$ cat src/rtl/proc_core_pkg.sv
// Shared types and field layout for the proc_core_n processor.
// PROC_CORE_MUL_EN selects whether opcode 12 (MUL) has a real multiplier.
package proc_core_pkg;

    localparam int unsigned OP_W    = 4;
    localparam int unsigned IMM_LSB = 0;

`ifdef PROC_CORE_MUL_EN
    localparam bit MUL_EN = 1'b1;
`else
    localparam bit MUL_EN = 1'b0;
`endif

    typedef enum logic [OP_W-1:0] {
        OP_NOP  = 4'd0,
        OP_LDI  = 4'd1,
        OP_MOV  = 4'd2,
        OP_ADD  = 4'd3,
        OP_SUB  = 4'd4,
        OP_AND  = 4'd5,
        OP_OR   = 4'd6,
        OP_XOR  = 4'd7,
        OP_NOT  = 4'd8,
        OP_SHL  = 4'd9,
        OP_JMP  = 4'd10,
        OP_JZ   = 4'd11,
        OP_MUL  = 4'd12,
        OP_R13  = 4'd13,
        OP_R14  = 4'd14,
        OP_HALT = 4'd15
    } op_e;

    typedef enum logic [1:0] {
        ST_IDLE  = 2'd0,
        ST_FETCH = 2'd1,
        ST_EXEC  = 2'd2,
        ST_HALT  = 2'd3
    } state_e;

    // Instruction word layout: {op, rd, imm}.
    function automatic int unsigned instr_w(input int unsigned data_w, input int unsigned rw);
        return OP_W + rw + data_w;
    endfunction

endpackage

$ cat src/rtl/proc_core_alu.sv
// Combinational ALU: value and carry for data ops, full-width product for MUL.
// The multiplier exists only when PROC_CORE_MUL_EN is defined.
module proc_core_alu
    import proc_core_pkg::*;
#(
    parameter int unsigned DATA_W = 4
) (
    input  op_e                 i_op,
    input  logic [DATA_W-1:0]   i_a,
    input  logic [DATA_W-1:0]   i_b,
    input  logic [DATA_W-1:0]   i_imm,
    output logic [DATA_W-1:0]   o_value,
    output logic                o_carry,
    output logic [2*DATA_W-1:0] o_product
);

    localparam int unsigned PW = 2 * DATA_W;

    logic [DATA_W:0] w_sum;

`ifdef PROC_CORE_MUL_EN
    assign o_product = PW'(i_a) * PW'(i_b);
`else
    assign o_product = '0;
`endif

    always_comb begin
        w_sum   = '0;
        o_value = i_a;
        o_carry = 1'b0;
        case (i_op)
            OP_LDI: o_value = i_imm;
            OP_MOV: o_value = i_b;
            OP_ADD: begin
                w_sum   = {1'b0, i_a} + {1'b0, i_b};
                o_value = w_sum[DATA_W-1:0];
                o_carry = w_sum[DATA_W];
            end
            // Borrow appears as the extra top bit of the widened difference.
            OP_SUB: begin
                w_sum   = {1'b0, i_a} - {1'b0, i_b};
                o_value = w_sum[DATA_W-1:0];
                o_carry = w_sum[DATA_W];
            end
            OP_AND: o_value = i_a & i_b;
            OP_OR:  o_value = i_a | i_b;
            OP_XOR: o_value = i_a ^ i_b;
            OP_NOT: o_value = ~i_a;
            OP_SHL: begin
                o_value = {i_a[DATA_W-2:0], 1'b0};
                o_carry = i_a[DATA_W-1];
            end
            OP_MUL: o_value = o_product[DATA_W-1:0];
            default: ;
        endcase
    end

endmodule

$ cat src/rtl/proc_core_n.sv
// Small accumulator-style processor: 2-cycle FETCH/EXEC, run/step control,
// writable program memory. Define PROC_CORE_MUL_EN to enable the MUL opcode.
module proc_core_n
    import proc_core_pkg::*;
#(
    parameter  int unsigned DATA_W     = 4,
    parameter  int unsigned PROG_DEPTH = 16,
    parameter  int unsigned REGS       = 4,
    localparam int unsigned AW         = $clog2(PROG_DEPTH),
    localparam int unsigned RW         = $clog2(REGS),
    localparam int unsigned INSTR_W    = instr_w(DATA_W, RW)
) (
    input  logic                clk,
    input  logic                rst,
    input  logic                run,
    input  logic                step,
    input  logic                prog_we,
    input  logic [AW-1:0]       prog_addr,
    input  logic [INSTR_W-1:0]  prog_wdata,
    output logic                prog_ack,
    output logic [AW-1:0]       pc,
    output logic [3:0]          opcode,
    output logic [2*DATA_W-1:0] result,
    output logic                flag_z,
    output logic                flag_c,
    output logic                halted,
    input  logic [RW-1:0]       dbg_sel,
    output logic [DATA_W-1:0]   dbg_data
);

    localparam int unsigned PW = 2 * DATA_W;

    state_e               r_state;
    logic [INSTR_W-1:0]   r_ir;
    logic                 r_step_q;
    logic [DATA_W-1:0]    r_regs [REGS];
    logic [INSTR_W-1:0]   r_mem  [PROG_DEPTH];

    op_e                  w_op;
    logic [RW-1:0]        w_rd;
    logic [RW-1:0]        w_rs;
    logic [DATA_W-1:0]    w_imm;
    logic [DATA_W-1:0]    w_a;
    logic [DATA_W-1:0]    w_b;
    logic [DATA_W-1:0]    w_value;
    logic                 w_carry;
    logic [PW-1:0]        w_product;
    logic [AW-1:0]        w_target;
    logic                 w_step_rise;
    logic                 w_prog_ok;
    logic                 w_is_mul;
    logic                 w_alu_op;
    logic                 w_wr_rd;
    logic                 w_upd_z;

    assign w_op      = op_e'(r_ir[INSTR_W-1 -: OP_W]);
    assign w_rd      = r_ir[IMM_LSB + DATA_W +: RW];
    assign w_imm     = r_ir[IMM_LSB +: DATA_W];
    assign w_rs      = w_imm[RW-1:0];
    assign w_target  = AW'(w_imm);
    assign w_a       = r_regs[w_rd];
    assign w_b       = r_regs[w_rs];
    assign dbg_data  = r_regs[dbg_sel];

    assign w_step_rise = step & ~r_step_q;
    assign w_prog_ok   = prog_we & rst & ((r_state == ST_IDLE) | (r_state == ST_HALT));

    always_comb begin
        w_is_mul = MUL_EN && (w_op == OP_MUL);
        w_alu_op = (w_op >= OP_ADD) && (w_op <= OP_SHL);
        w_wr_rd  = w_alu_op || w_is_mul || (w_op == OP_LDI) || (w_op == OP_MOV);
        w_upd_z  = w_alu_op || w_is_mul;
    end

    proc_core_alu #(
        .DATA_W (DATA_W)
    ) u_alu (
        .i_op      (w_op),
        .i_a       (w_a),
        .i_b       (w_b),
        .i_imm     (w_imm),
        .o_value   (w_value),
        .o_carry   (w_carry),
        .o_product (w_product)
    );

    // Program memory is deliberately outside the reset domain so it survives rst.
    always_ff @(posedge clk) begin
        if (w_prog_ok) begin
            r_mem[prog_addr] <= prog_wdata;
        end
    end

    always_ff @(posedge clk or negedge rst) begin
        if (!rst) begin
            r_state  <= ST_IDLE;
            r_ir     <= '0;
            r_step_q <= 1'b0;
            pc       <= '0;
            opcode   <= '0;
            result   <= '0;
            flag_z   <= 1'b0;
            flag_c   <= 1'b0;
            halted   <= 1'b0;
            prog_ack <= 1'b0;
            for (int i = 0; i < REGS; i++) begin
                r_regs[i] <= '0;
            end
        end else begin
            r_step_q <= step;
            prog_ack <= w_prog_ok;
            case (r_state)
                ST_IDLE: begin
                    if (run || w_step_rise) begin
                        r_state <= ST_FETCH;
                    end
                end
                ST_FETCH: begin
                    r_ir    <= r_mem[pc];
                    r_state <= ST_EXEC;
                end
                ST_EXEC: begin
                    opcode  <= w_op;
                    pc      <= pc + AW'(1);
                    r_state <= run ? ST_FETCH : ST_IDLE;
                    if (w_wr_rd) begin
                        r_regs[w_rd] <= w_value;
                    end
                    if (w_upd_z) begin
                        flag_z <= (w_value == '0);
                    end
                    if (w_alu_op) begin
                        result <= PW'(w_value);
                    end
                    if (w_is_mul) begin
                        result <= w_product;
                    end
                    case (w_op)
                        OP_ADD, OP_SUB, OP_SHL: flag_c <= w_carry;
                        OP_JMP: pc <= w_target;
                        OP_JZ: begin
                            if (flag_z) begin
                                pc <= w_target;
                            end
                        end
                        OP_HALT: begin
                            halted  <= 1'b1;
                            pc      <= pc;
                            r_state <= ST_HALT;
                        end
                        default: ;
                    endcase
                end
                ST_HALT: begin
                    if (w_step_rise && !run) begin
                        halted  <= 1'b0;
                        pc      <= '0;
                        r_state <= ST_IDLE;
                    end
                end
                default: r_state <= ST_IDLE;
            endcase
        end
    end

endmodule

$ cat config.mk
export PLATFORM = sky130hd
export DESIGN_NAME = proc_core_n
export DESIGN_NICKNAME = d
export VERILOG_FILES = /design/src/rtl/proc_core_pkg.sv /design/src/rtl/proc_core_alu.sv /design/src/rtl/proc_core_n.sv
export SDC_FILE = /design/constraint.sdc
export NUM_CORES = 1
export LEC_CHECK = 0
export BUFFER_PORTS_ARGS = -buffer_cell sky130_fd_sc_hd__buf_2
export CORE_MARGIN = 2
export CORE_UTILIZATION = 58
export DETAILED_ROUTE_END_ITERATION = 8
export PLACE_DENSITY = 0.76
export SYNTH_ARGS = -nofsm -noshare
export SYNTH_HDL_FRONTEND = slang
export SYNTH_SLANG_ARGS = --single-unit
$ cat constraint.sdc
create_clock -name clk -period 3.95 [get_ports clk]
set_input_delay 0.1975 -clock clk [delete_from_list [all_inputs] [get_ports clk]]
set_output_delay 0.1975 -clock clk [all_outputs]
set_load 0.01 [all_outputs]
After elaboration in Yosys (flattened, before gate mapping):

Memory sizes are Yosys's and may differ from the RTL's. A register that Yosys moved wholly into a read port is not among the register bits.
Cells that the tools add are included.

* add/sub/neg operators: 3
* multiply operators: 0
* divide/modulo/power cells: 0
* order comparisons: 6
* eq/ne operators: 20
* shift operators: 0
* muxes and demuxes: 28
* bitwise operators: 12
* reductions and logical operators: 18

Operators by type and width (number)
* 4-bit case mux with 10 select lines: 1
* 4-bit 2-to-1 mux: 9
* 4-bit binary-select mux with 2-bit select: 3
* 4-bit equality test (second input constant): 6
* 16-bit bitwise mux: 1
* 4-bit by 3-bit equality test with 1-bit output (second input constant): 4
* 4-bit case mux with 3 select lines: 1
* 3-bit >= comparator (second input constant): 3
* 2-bit NOT with 3-bit output: 3
* 4-bit demux with 2-bit select: 1
* 4-bit by 2-bit equality test with 1-bit output (second input constant): 2
* 2-bit case mux with 4 select lines: 1
* 4-bit case mux with 2 select lines: 1
* 2-bit AND reduction: 4
* 2-bit 2-to-1 mux: 3
* 2-bit by 1-bit != test with 1-bit output (second input constant): 3
* 3-bit AND reduction: 2
* 4-bit by 4-bit adder with 5-bit output: 1
* 1-bit 2-to-1 mux: 5
* 4-bit by 4-bit subtractor with 5-bit output: 1
* 4-bit by 1-bit adder with 4-bit output (second input constant): 1
* 4-bit bitwise AND: 1
* 2-bit equality test (second input constant): 2
* 4-bit by 1-bit equality test with 1-bit output (second input constant): 1
* 20 further kinds: 27

* register bits: 35
* bits in latches: 0
* memory bits (writable): 160
* bits in read-only memories: 0
* bits of input ports: 21
* output and inout port bits: 24
* word-level logic and storage cells: 101
* memories kept: 1

Memories
* r_mem: words 16, bits a word 10, rd ports 1, clocked after Yosys merged registers in 1, write ports 1, line proc_core_n.sv:37 `logic [INSTR_W-1:0] r_mem [PROG_DEPTH];`

Longest topological paths before layout:

Gate-level depths: netlist of run 1.

* word-level depth: 7
* depth in mapped cells: 10
* mapped depth without buffers: 9

Hierarchy:

From an unflattened synthesis of run 1, not the netlist that was laid out.

* cell total of the unflattened synthesis: 628
* area total of the unflattened synthesis: 9524.1 um^2

Modules (own cells, without submodules)
* proc_core_n: times used 1, cells each 493, area an instance 8580.7 um^2, sequential area each 5930.7 um^2
* proc_core_alu: times used 1, cells each 135, area an instance 943.4 um^2, sequential area each 0.0 um^2

Worst setup path before layout of run 1:

Ideal clock, no wire load.

* path type: reg2reg
* from: reg r_ir[0], read port of r_mem
* to: reg r_regs[11] (netlist bit)
* library setup time: 0.065 ns
* data arrival time: 2.945 ns
* data required time: 3.885 ns
* slack: 0.940 ns
* stages on the path, launching flop included: 10
* path buffers: 1
* clock period less this slack: 3.010 ns
* cells stage by stage: dfrtp_1 buf_2 mux4_2 inv_1 ha_1 or3b_1 or4_1 a311o_1 a41oi_2 mux2_2

* word-level cells in the longest chain between the ends: 7
* elaborated cells on any way between the ends: 11
* classes of those cells: 2 x add/sub; 5 x mux; 4 x bitwise

Ends and longest elaborated chain
* start, declared: line proc_core_n.sv:34 `logic [INSTR_W-1:0] r_ir;`
* 2-bit NOT with 3-bit output (not written as such) (*): line proc_core_n.sv:62 `assign w_b = r_regs[w_rs];`
* 4-bit binary-select mux with 2-bit select (*): line proc_core_n.sv:62
* 4-bit 2-to-1 mux (not written as such) (*) (2 in a row): line proc_core_n.sv:62
* 4-bit by 4-bit subtractor with 5-bit output (tied with other cells): line proc_core_alu.sv:41 `w_sum = {1'b0, i_a} - {1'b0, i_b};`
* 4-bit case mux with 10 select lines (*): line proc_core_alu.sv:31 `case (i_op)`
* 16-bit bitwise mux (*): line proc_core_n.sv:127 `r_regs[w_rd] <= w_value;`
* end signal, assigned by index: line proc_core_n.sv:127
* end, declared: line proc_core_n.sv:36 `logic [DATA_W-1:0] r_regs [REGS];`

Every way passes the cells marked *; elsewhere a longest branch is shown, timed or not. The select of a mux whose other input is x is not followed.
A chain may end at the register's enable or synchronous reset.

Final worst setup path of run 1:

* from: reg r_ir[0], read port of r_mem
* to: reg r_regs[15] (netlist bit)

Same word-level chain as after synthesis.

==> results of run 1 <==
through the flow:
| step | cells | instance area [um2] | hold WS [ns] | power (mW) |
|---|---|---|---|---|
| detailed placement | 832 | 9680 | 0.325 | 5.52 |
| floorplan | 600 | 9290 | -0.0981 | 4.82 |
| finish | 874 | 10400 | 0.0836 | 7.44 |
| global placement | 832 | 9680 | 0.318 | 5.48 |
| CTS | 874 | 10400 | 0.0677 | 7.44 |
| global route | 874 | 10400 | 0.0792 | 7.84 |
cells in the mapped netlist, types with 2 or more instances:
| master | instances |
|---|---|
| mux2_2 | 37 |
| o211a_1 | 2 |
| nor3b_1 | 5 |
| o22ai_1 | 8 |
| a21boi_0 | 7 |
| clkbuf_1 | 17 |
| o2111ai_1 | 3 |
| ha_1 | 17 |
| nand3_1 | 9 |
| and3_1 | 3 |
| buf_4 | 8 |
| fa_1 | 2 |
| and2_1 | 4 |
| buf_2 | 6 |
| mux4_2 | 42 |
| nand2b_1 | 18 |
| a2111oi_0 | 2 |
| dfrtp_1 | 45 |
| mux2i_1 | 9 |
| nand2_1 | 17 |
| nand4_1 | 2 |
| nor2b_1 | 6 |
| o21a_1 | 2 |
| a221oi_1 | 3 |
| nand3b_1 | 6 |
| nor3_1 | 9 |
| nor2_1 | 30 |
| o211ai_1 | 2 |
| a21oi_1 | 20 |
| o31ai_1 | 8 |
| or4_1 | 3 |
| a32oi_1 | 2 |
| buf_1 | 3 |
| edfxtp_1 | 160 |
| o21bai_1 | 3 |
| inv_1 | 19 |
| o21ai_0 | 27 |
| a31oi_1 | 6 |
power groups by stage:
stage          Sequential [mW]  Clock (mW)  Combinational [mW]
3_3_place_gp              3.03           0                2.45
5_1_grt                   3.06        2.02                2.77
2_1_floorplan             2.76           0                2.07
4_1_cts                   3.01        1.93                2.50
3_5_place_dp              3.05           0                2.47
6_report                  3.01        1.90                2.52
worst min-delay path by stage:
stage          cells after the start           to          start
2_1_floorplan                      0       flag_c            rst
3_3_place_gp                       1     r_step_q           step
3_5_place_dp                       1     r_step_q           step
4_1_cts                            1  r_mem[0][2]  prog_wdata[2]
5_1_grt                            1  r_mem[0][2]  prog_wdata[2]
6_report                           1  r_mem[0][2]  prog_wdata[2]
layout make-up:
cell class	instances	share of cell area (%)
flip-flops and latches	205	57.1
multi-input cells	340	29.9
clock buffers	26	5.65
repair buffers	54	3.13
well taps	216	2.60
clock inverters	13	0.855
inverters	20	0.723
cell usage in the layout, fill, tap and decap left out, types with 10 or more instances in the layout:
cell and n:
buf_4 10, nor2_1 30, a21oi_1 20, o21ai_0 27, inv_1 19, nand2b_1 18
mux2_2 37, ha_1 17, dfrtp_1 44, edfxtp_1 160, mux4_2 42, clkbuf_16 23
nand2_1 17, buf_2 40
cell families (layout without fill, tap and decap cells):
| group | count (synthesis) | after routing |
|---|---|---|
| AND/OR/NAND/NOR | 118 | 118 |
| buffers and inverters | 55 | 113 |
| flip-flops | 205 | 205 |
| XOR/XNOR | 1 | 1 |
| other | 1 | 4 |
| multiplexers | 89 | 89 |
| adder cells (fa/ha/maj) | 19 | 19 |
| AO/OA/AOI/OAI | 109 | 109 |
critical path, stage by stage, from the launching register on:
cell and delay [ns]:
dfrtp_1 0.56, mux4_2 0.59, inv_1 0.09, ha_1 0.29, or3b_1 0.39, or4_1 0.40
a311o_1 0.37, a41oi_2 0.39, mux2_2 0.24
state kept, by name (all words and copies together) (netlist names), 2 cells and up:
| register | flops |
|---|---|
| r_regs | 16 |
| opcode | 4 |
| r_mem | 160 |
| pc | 4 |
| r_ir | 10 |
| r_state | 2 |
| result | 4 |
layer usage:
| layer | track usage, % | share of wire [%] | vias to the layer above |
|---|---|---|---|
| met5 | 0 | 0 | - |
| met4 | 7.45 | 2.1 | 0 |
| met3 | 3.83 | 5.7 | 42 |
| met2 | 39.3 | 51 | 193 |
| met1 | 33.2 | 41 | 2823 |
| li1 | - | - | 2434 |
==> impl_metrics.tcl, run 1 <==
set metrics [dict create \
    path_clk_slew_ns 0.06 \
    die_area_um2 17000 \
    ff2ff_setup_slack_ns 0.54 \
    cts_sinks 205 \
    ys_seq_area_share_pct 63.9 \
    cp-start-kind "flop" \
    grt_pass1_wl_mm 30.5 \
    yosysTopAreaCellShare_pct 51.8 \
    finish.utilization_pct 65.9 \
    synth.area.mux_share_pct 15.8 \
    synth_area_leaders "edfxtp_1 52%, dfrtp_1 12%, mux4_2 10%, mux2_2 4.5%, ha_1 2.3%" \
    pwr-share-comb_pct 33.9 \
    io_pins 45 \
    pre_cts_ws_ns 0.560 \
    setup_tns_ns 0 \
    power_frac_seq_pct 40.5 \
    rsz0062_at_grt "no" \
    die_height_um 130 \
    setup_slack_ns 0.539 \
    post-cts-setup-buffers 0 \
    start_util_pct 58.8 \
    n_fill_cell 1150 \
    ant_nets 0 \
    hold_violations 0 \
    postCtsResizedCells 0 \
    multi_input_area_um2 3110 \
    ys_types 63 \
    synth_compound_area_share_pct 8.02 \
    internal_power_mw 4.86 \
    required_ns 4.38 \
    wirelength_mm 19.7 \
    crit_arrival_ns 3.84 \
    gp_congestion 0.858 \
    status "complete, no violations" \
    grt_pass1_vias 5393 \
    max_freq_ghz 0.293 \
    crit_end "r_regs[15]" \
    hold_class "in -> reg" \
    max_cap_violations 0 \
    grt_util_all_layers_pct 23.8 \
    antenna_found_initial 0 \
    timing.slew.headroom_pct 23.9 \
    hold_buffers 3 \
    synth_xor_xnor_area_share_pct 0.0944 \
    crit_fanout 7 \
    yosys.area_share.simple_pct 6.72 \
    htreeDepth 1 \
    wl_per_cell_um 22.5 \
    synth_flop_cell "edfxtp_1" \
    yosysTopAreaCell "edfxtp_1" \
    grt_max_degree 46 \
    first_pass_iters 5 \
    syn-cell-area_um2 9280 \
    ir_drop_mv 0.416 \
    finalSetupViolCount 0 \
    grt-ovfl-total 0 \
    vias_per_cell 6.28 \
    clockRootBuffer "clkbuf_16" \
    reg2reg_from "r_ir[0]" \
    clock_path_buffers 3 \
    tightest_slew_ns 1.14 \
    synth_seq_cells 205 \
    rows 46 \
    die_x_um 130 \
    diodes 0 \
    finClkSkew_ns 0.0104 \
    syn_avg_cell_area_um2 15.5 \
    leakage_nw 3.64 \
    p_sw_share_pct 34.7 \
    layout-drive-gt1-share_pct 25.1 \
    drv_slew 0 \
    p_per_area_nw_per_um2 716 \
    vias 5492 \
    fin_crit_sh_pct 86.4 \
    core-area_um2 15800 \
    critPathLaunch "r_ir[0]" \
    reg2reg_depth 8 \
    p_clk_share_pct 25.6 \
    p_sw_mw 2.58 \
    postSynthCellCount 597 \
    io_buffers 40 \
    endpoint_kind "flop" \
    cts_tree "built" \
    ys.warnings.count 0 \
    synth_fa_ha_area_share_pct 2.72 \
    insertion_delay_ns 0.50 \
    cts_buffers 22 \
    drt-initial-drc-count 561 \
    hpwl_mm 12.9 \
    nets 683 \
    worstReg2RegEnd "r_regs[15]" \
    drc_errors 0 \
    synthArstFlopShare_pct 22.0 \
    register_area_um2 5930 \
    synth-edff-count 160 \
    period_needed_ns 3.41 \
    synth_top_family_by_area "multiplexers" \
    crit_type "reg -> reg" \
    syn_to_final_growth_pct 11.9 \
]
(Power assumes the default switching activity.)
==> run 2, diff against run 1 <==
- RECOVER_POWER: default -> 50
==> run 2 against run 1 <==
Design area decreased by 0.28%; sequential power about the same; largest power group unchanged; sequential share of layout area increased by 0.16 points; register-to-register slack got worse by 0.04 ns; the flow now finishes with violations (max-capacitance violations, max-slew violations); clock power about the same; combinational power about the same.
==> impl_metrics.tcl, run 2 (synthesized netlist as in run 1, its figures left out) <==
set metrics [dict create \
    n_fill_cell 1163 \
    finClkSkew_ns 0.0118 \
    gp_congestion 0.858 \
    cts_buffers 22 \
    max_cap_violations 1 \
    nets 683 \
    grt_util_all_layers_pct 23.8 \
    period_needed_ns 3.45 \
    p_sw_mw 2.58 \
    start_util_pct 58.8 \
    wl_met3_mm 1.21 \
    violations "max-capacitance violations, max-slew violations" \
    max_stage_delay_ns 0.60 \
    layout_common_cells "160 x edfxtp_1, 44 x dfrtp_1, 42 x mux4_2, 37 x mux2_2, 30 x nor2_1" \
    cts_tree "built" \
    finish.utilization_pct 65.7 \
    power_frac_seq_pct 40.6 \
    final_cells 874 \
    regMostFlops "r_mem" \
    ant_nets 0 \
    timing.slew.headroom_pct -70.0 \
    drt-initial-drc-count 547 \
    die_area_um2 17000 \
    p_per_area_nw_per_um2 717 \
    grt_pass1_wl_mm 30.5 \
    hold_violations 0 \
    setup_tns_ns 0 \
    drc_errors 0 \
    io_buffers 40 \
    max_freq_ghz 0.290 \
    die_x_um 130 \
    crit_path_top_delay_cell "mux4_2" \
    hold_class "in -> reg" \
    cp-start-kind "flop" \
    largestRegisters "r_mem (160), r_regs (16), r_ir (10)" \
    syn_to_final_growth_pct 11.6 \
    pre_cts_ws_ns 0.560 \
    wirelength_mm 19.7 \
    cp.buffers_inverters 1 \
    crit_type "reg -> reg" \
    path_clk_slew_ns 0.06 \
    dp_cells 832 \
    internal_power_mw 4.84 \
    first_pass_iters 5 \
    setup_slack_ns 0.502 \
    layout-drive-gt1-share_pct 21.9 \
    grt_max_degree 46 \
    pwr-share-comb_pct 33.8 \
    crit_arrival_ns 3.88 \
    cts_sinks 205 \
    grt-ovfl-total 0 \
    vias_per_cell 6.30 \
    top_layer_used "met4" \
    antenna_found_initial 0 \
    required_ns 4.38 \
    tightest_slew_ns 2.55 \
    wl_per_cell_um 22.5 \
    largest_register_ffs 160 \
    p_sw_share_pct 34.8 \
    io_pins 45 \
    die_height_um 130 \
    fin_crit_sh_pct 87.3 \
    endpoint_kind "flop" \
    vias 5504 \
    htreeDepth 1 \
    clock_path_buffers 3 \
    p_clk_share_pct 25.6 \
    ir_drop_mv 0.413 \
    insertion_delay_ns 0.50 \
    status "complete, but fails checks" \
    clockRootBuffer "clkbuf_16" \
    path_delay_family "multiplexers" \
    diodes 0 \
    core-area_um2 15800 \
    finalSetupViolCount 0 \
    layout_commonest_cell "edfxtp_1" \
    rows 46 \
    grt_pass1_vias 5393 \
    leakage_nw 3.57 \
    drv_slew 46 \
    crit_chain "mux4_2 > inv_1 > ha_1 > or3b_1 > or4_1 > a311o_1 > a41oi_2 > mux2_2" \
    rsz0062_at_grt "no" \
    hpwl_mm 12.9 \
    wl_met2_mm 9.90 \
    crit_fanout 7 \
    met1Wirelength_mm 8.11 \
]
==> run 2: worst register-to-register path, delay by kind of cell, from the launching register on <==
family          cells  cell delay (ns)
mux                 2             0.84
fa+ha+maj           1             0.28
buf+inv             1             0.10
simple gates        2             0.79
flops               1             0.58
compound gates      2             0.78
==> run 2: metrics by stage <==
step | total power, mW | hold slack, ns | area, um2
after CTS | 7.44 | 0.0677 | 10400
after detailed placement | 5.52 | 0.325 | 9680
after global placement | 5.48 | 0.318 | 9680
after floorplan | 4.82 | -0.0981 | 9290
after global routing | 7.83 | 0.100 | 10400
final | 7.43 | 0.101 | 10400
==> run 2: worst paths after layout <==
path                              end       from  depth (start not counted)  slack, ns
max                        r_regs[15]    r_ir[0]                          8       0.50
min                        r_state[0]        run                          3       0.10
max reg2reg                r_regs[15]    r_ir[0]                          8       0.50
min reg2reg                 result[2]  result[2]                          1       0.50
max in group asynchronous       pc[0]        rst                          3       1.05
min in group asynchronous  r_state[1]        rst                          3       1.27
==> run 2: per-layer routing <==
metal / global-route usage [%] / up-vias
met4: 7.45 / 0
met3: 3.83 / 42
met1: 33.2 / 2819
met5: 0 / -
met2: 39.3 / 209
li1: - / 2434
==> run 2: area by class of cell <==
class	count	area, um2	share of cell area [%]
well taps	216	270	2.61
multi-input cells	340	3110	30.0
flip-flops and latches	205	5930	57.3
clock inverters	13	88.8	0.858
repair buffers	54	297	2.86
clock buffers	26	587	5.67
inverters	20	75.1	0.725
==> run 2: power groups by stage <==
stage          registers (mW)  clock network [mW]  logic (mW)
6_report                 3.01                1.90        2.51
5_1_grt                  3.06                2.02        2.75
4_1_cts                  3.01                1.93        2.50
3_5_place_dp             3.05                   0        2.47
3_3_place_gp             3.03                   0        2.45
2_1_floorplan            2.76                   0        2.07
==> run 2: repair_timing <==
item | 4_1_cts | 5_1_grt
buffers inserted | 0 | 0
hold buffers | 3 | 0
endpoints found under the setup margin | 0 | 0
hold endpoints to repair | 47 | 0
gates resized for setup | 0 | 0
==> run 3, diff against run 2 <==
- SYNTH_HIERARCHICAL: default -> 1
==> run 3 against run 2 <==
The flow finishes with violations (design-rule violations, max-capacitance violations, max-slew violations); clock skew decreased by 0.0011 ns; critical path depth increased by 3; critical path type unchanged; largest power group is now combinational cells; first-iteration DRC count increased by 6.4%; synthesized cell count increased by 3.7%; setup slack got worse by 0.012 ns; sequential cell count unchanged; register-to-register slack about the same; clock-buffer cell count increased by 1; design area increased by 1.5%; worst hold slack got worse by 0.046 ns.
==> impl_metrics.tcl, run 3 <==
set metrics [dict create \
    die_height_um 132 \
    setup_tns_ns 0 \
    syn_to_final_growth_pct 11.2 \
    vias 5747 \
    fin_crit_sh_pct 87.6 \
    grt_max_degree 46 \
    top_layer_used "met4" \
    met1Wirelength_mm 8.43 \
    io_pins 45 \
    hold_violations 0 \
    vias_per_cell 6.42 \
    wl_per_cell_um 24.1 \
    max_cap_violations 1 \
    cts_sinks 205 \
    crit_fanout 8 \
    largestRegisters "r_mem (160), r_regs (16), r_ir (10)" \
    regMostFlops "r_mem" \
    layout_common_cells "160 x edfxtp_1, 49 x nor2_1, 43 x dfrtp_1, 40 x mux2i_1, 34 x mux4_2" \
    rows 46 \
    register_area_um2 5930 \
    grt_util_all_layers_pct 25.3 \
    layout_commonest_cell "edfxtp_1" \
    timing.slew.headroom_pct -68.4 \
    required_ns 4.33 \
    crit_type "reg -> reg" \
    syn_avg_cell_area_um2 15.3 \
    insertion_delay_ns 0.49 \
    grt_pass1_vias 5845 \
    status "complete, but fails checks" \
    dp_cells 855 \
    cts_buffers 22 \
    ys.warnings.count 6 \
    drv_slew 46 \
    wl_met3_mm 1.47 \
    wl_met2_mm 11.0 \
    core-area_um2 15900 \
    design_area_um2 10500 \
    layout-drive-gt1-share_pct 19.6 \
    violations "design-rule violations, max-capacitance violations, max-slew violations" \
    grt-ovfl-total 0 \
    die_area_um2 17300 \
    n_fill_cell 1125 \
    tightest_slew_ns 2.53 \
    dpl_cell_area_um2 9820 \
    ir_drop_mv 0.395 \
    hpwl_mm 13.9 \
    io_buffers 40 \
    holdWs_ns 0.0552 \
    ant_nets 0 \
    rsz0062_at_grt "no" \
    final_cells 895 \
    max_freq_ghz 0.289 \
    syn-cell-area_um2 9460 \
    multi_input_area_um2 3190 \
    gp_congestion 0.855 \
    first_pass_iters 7 \
    crit_arrival_ns 3.84 \
    nets 706 \
    leakage_nw 3.73 \
    finClkSkew_ns 0.0107 \
    finalSetupViolCount 0 \
    diodes 0 \
    antenna_found_initial 0 \
    cp-start-kind "flop" \
    clockRootBuffer "clkbuf_16" \
    period_needed_ns 3.46 \
    cts_tree "built" \
    post-cts-setup-buffers 0 \
    die_x_um 132 \
    grt_pass1_wl_mm 33.8 \
    postSynthCellCount 619 \
    largest_register_ffs 160 \
    path_clk_slew_ns 0.06 \
    p_per_area_nw_per_um2 766 \
    drc_errors 1 \
    finish.utilization_pct 66.2 \
    drt-initial-drc-count 582 \
    start_util_pct 59.6 \
    endpoint_kind "flop" \
    hold_class "in -> reg" \
    clock_path_buffers 3 \
    wirelength_mm 21.5 \
    htreeDepth 1 \
]
## run 3: layout make-up
| type | instances | area share (%) |
|---|---|---|
| sequential | 205 | 56.4 |
| multi-input combinational | 354 | 30.3 |
| clock buffer | 27 | 5.62 |
| timing repair buffer | 60 | 3.12 |
| tap | 216 | 2.57 |
| clock inverter | 10 | 1.01 |
| inverter | 23 | 0.952 |
## run 3: timing repair
action | in CTS | in global routing
endpoints found under the hold margin | 47 | 0
gates resized for setup | 0 | 0
endpoints found under the setup margin | 0 | 0
hold buffers | 3 | 0
## run 3: per-layer routing
layer | track usage (%) | vias to the layer above
met3 | 4.63 | 52
met1 | 33.3 | 2924
li1 | - | 2495
met5 | 0 | -
met4 | 8.64 | 0
met2 | 42.9 | 276
## run 3: final timing paths
check                           startpoint   endpoint  slack, ns  cells past startpoint
worst max register to register     r_ir[5]     flag_z       0.49                     11
max in group asynchronous              rst      pc[0]       0.97                      3
worst min-delay path                   run     halted       0.06                      3
worst min register to register   opcode[0]  opcode[0]       0.50                      1
min in group asynchronous              rst  opcode[0]       1.35                      3
worst max-delay path               r_ir[5]     flag_z       0.49                     11
## run 3: where the power goes
group          internal, mW  total [mW]  switching (mW)
sequential             2.57        2.95           0.388
clock                  1.19        1.99           0.798
combinational          1.37        3.11            1.74
total                  5.13        8.05            2.93
## run 3: worst max-delay path, stage by stage, from the launching register on
cell and delay [ns]:
dfrtp_1 0.61, mux4_2 0.44, inv_1 0.12, ha_1 0.22, inv_1 0.07, fa_1 0.38, nor2b_1 0.15, or4_1 0.47
a221o_1 0.33, a21oi_1 0.22, nor4_1 0.07, mux2_2 0.28
## run 3: metrics by stage
stage | power (mW) | worst slack [ns]
finish | 8.05 | 0.490
global route | 8.49 | 0.342
CTS | 8.08 | 0.523
detailed placement | 6.07 | 0.529
global placement | 5.99 | 0.636
floorplan | 5.28 | 0.615
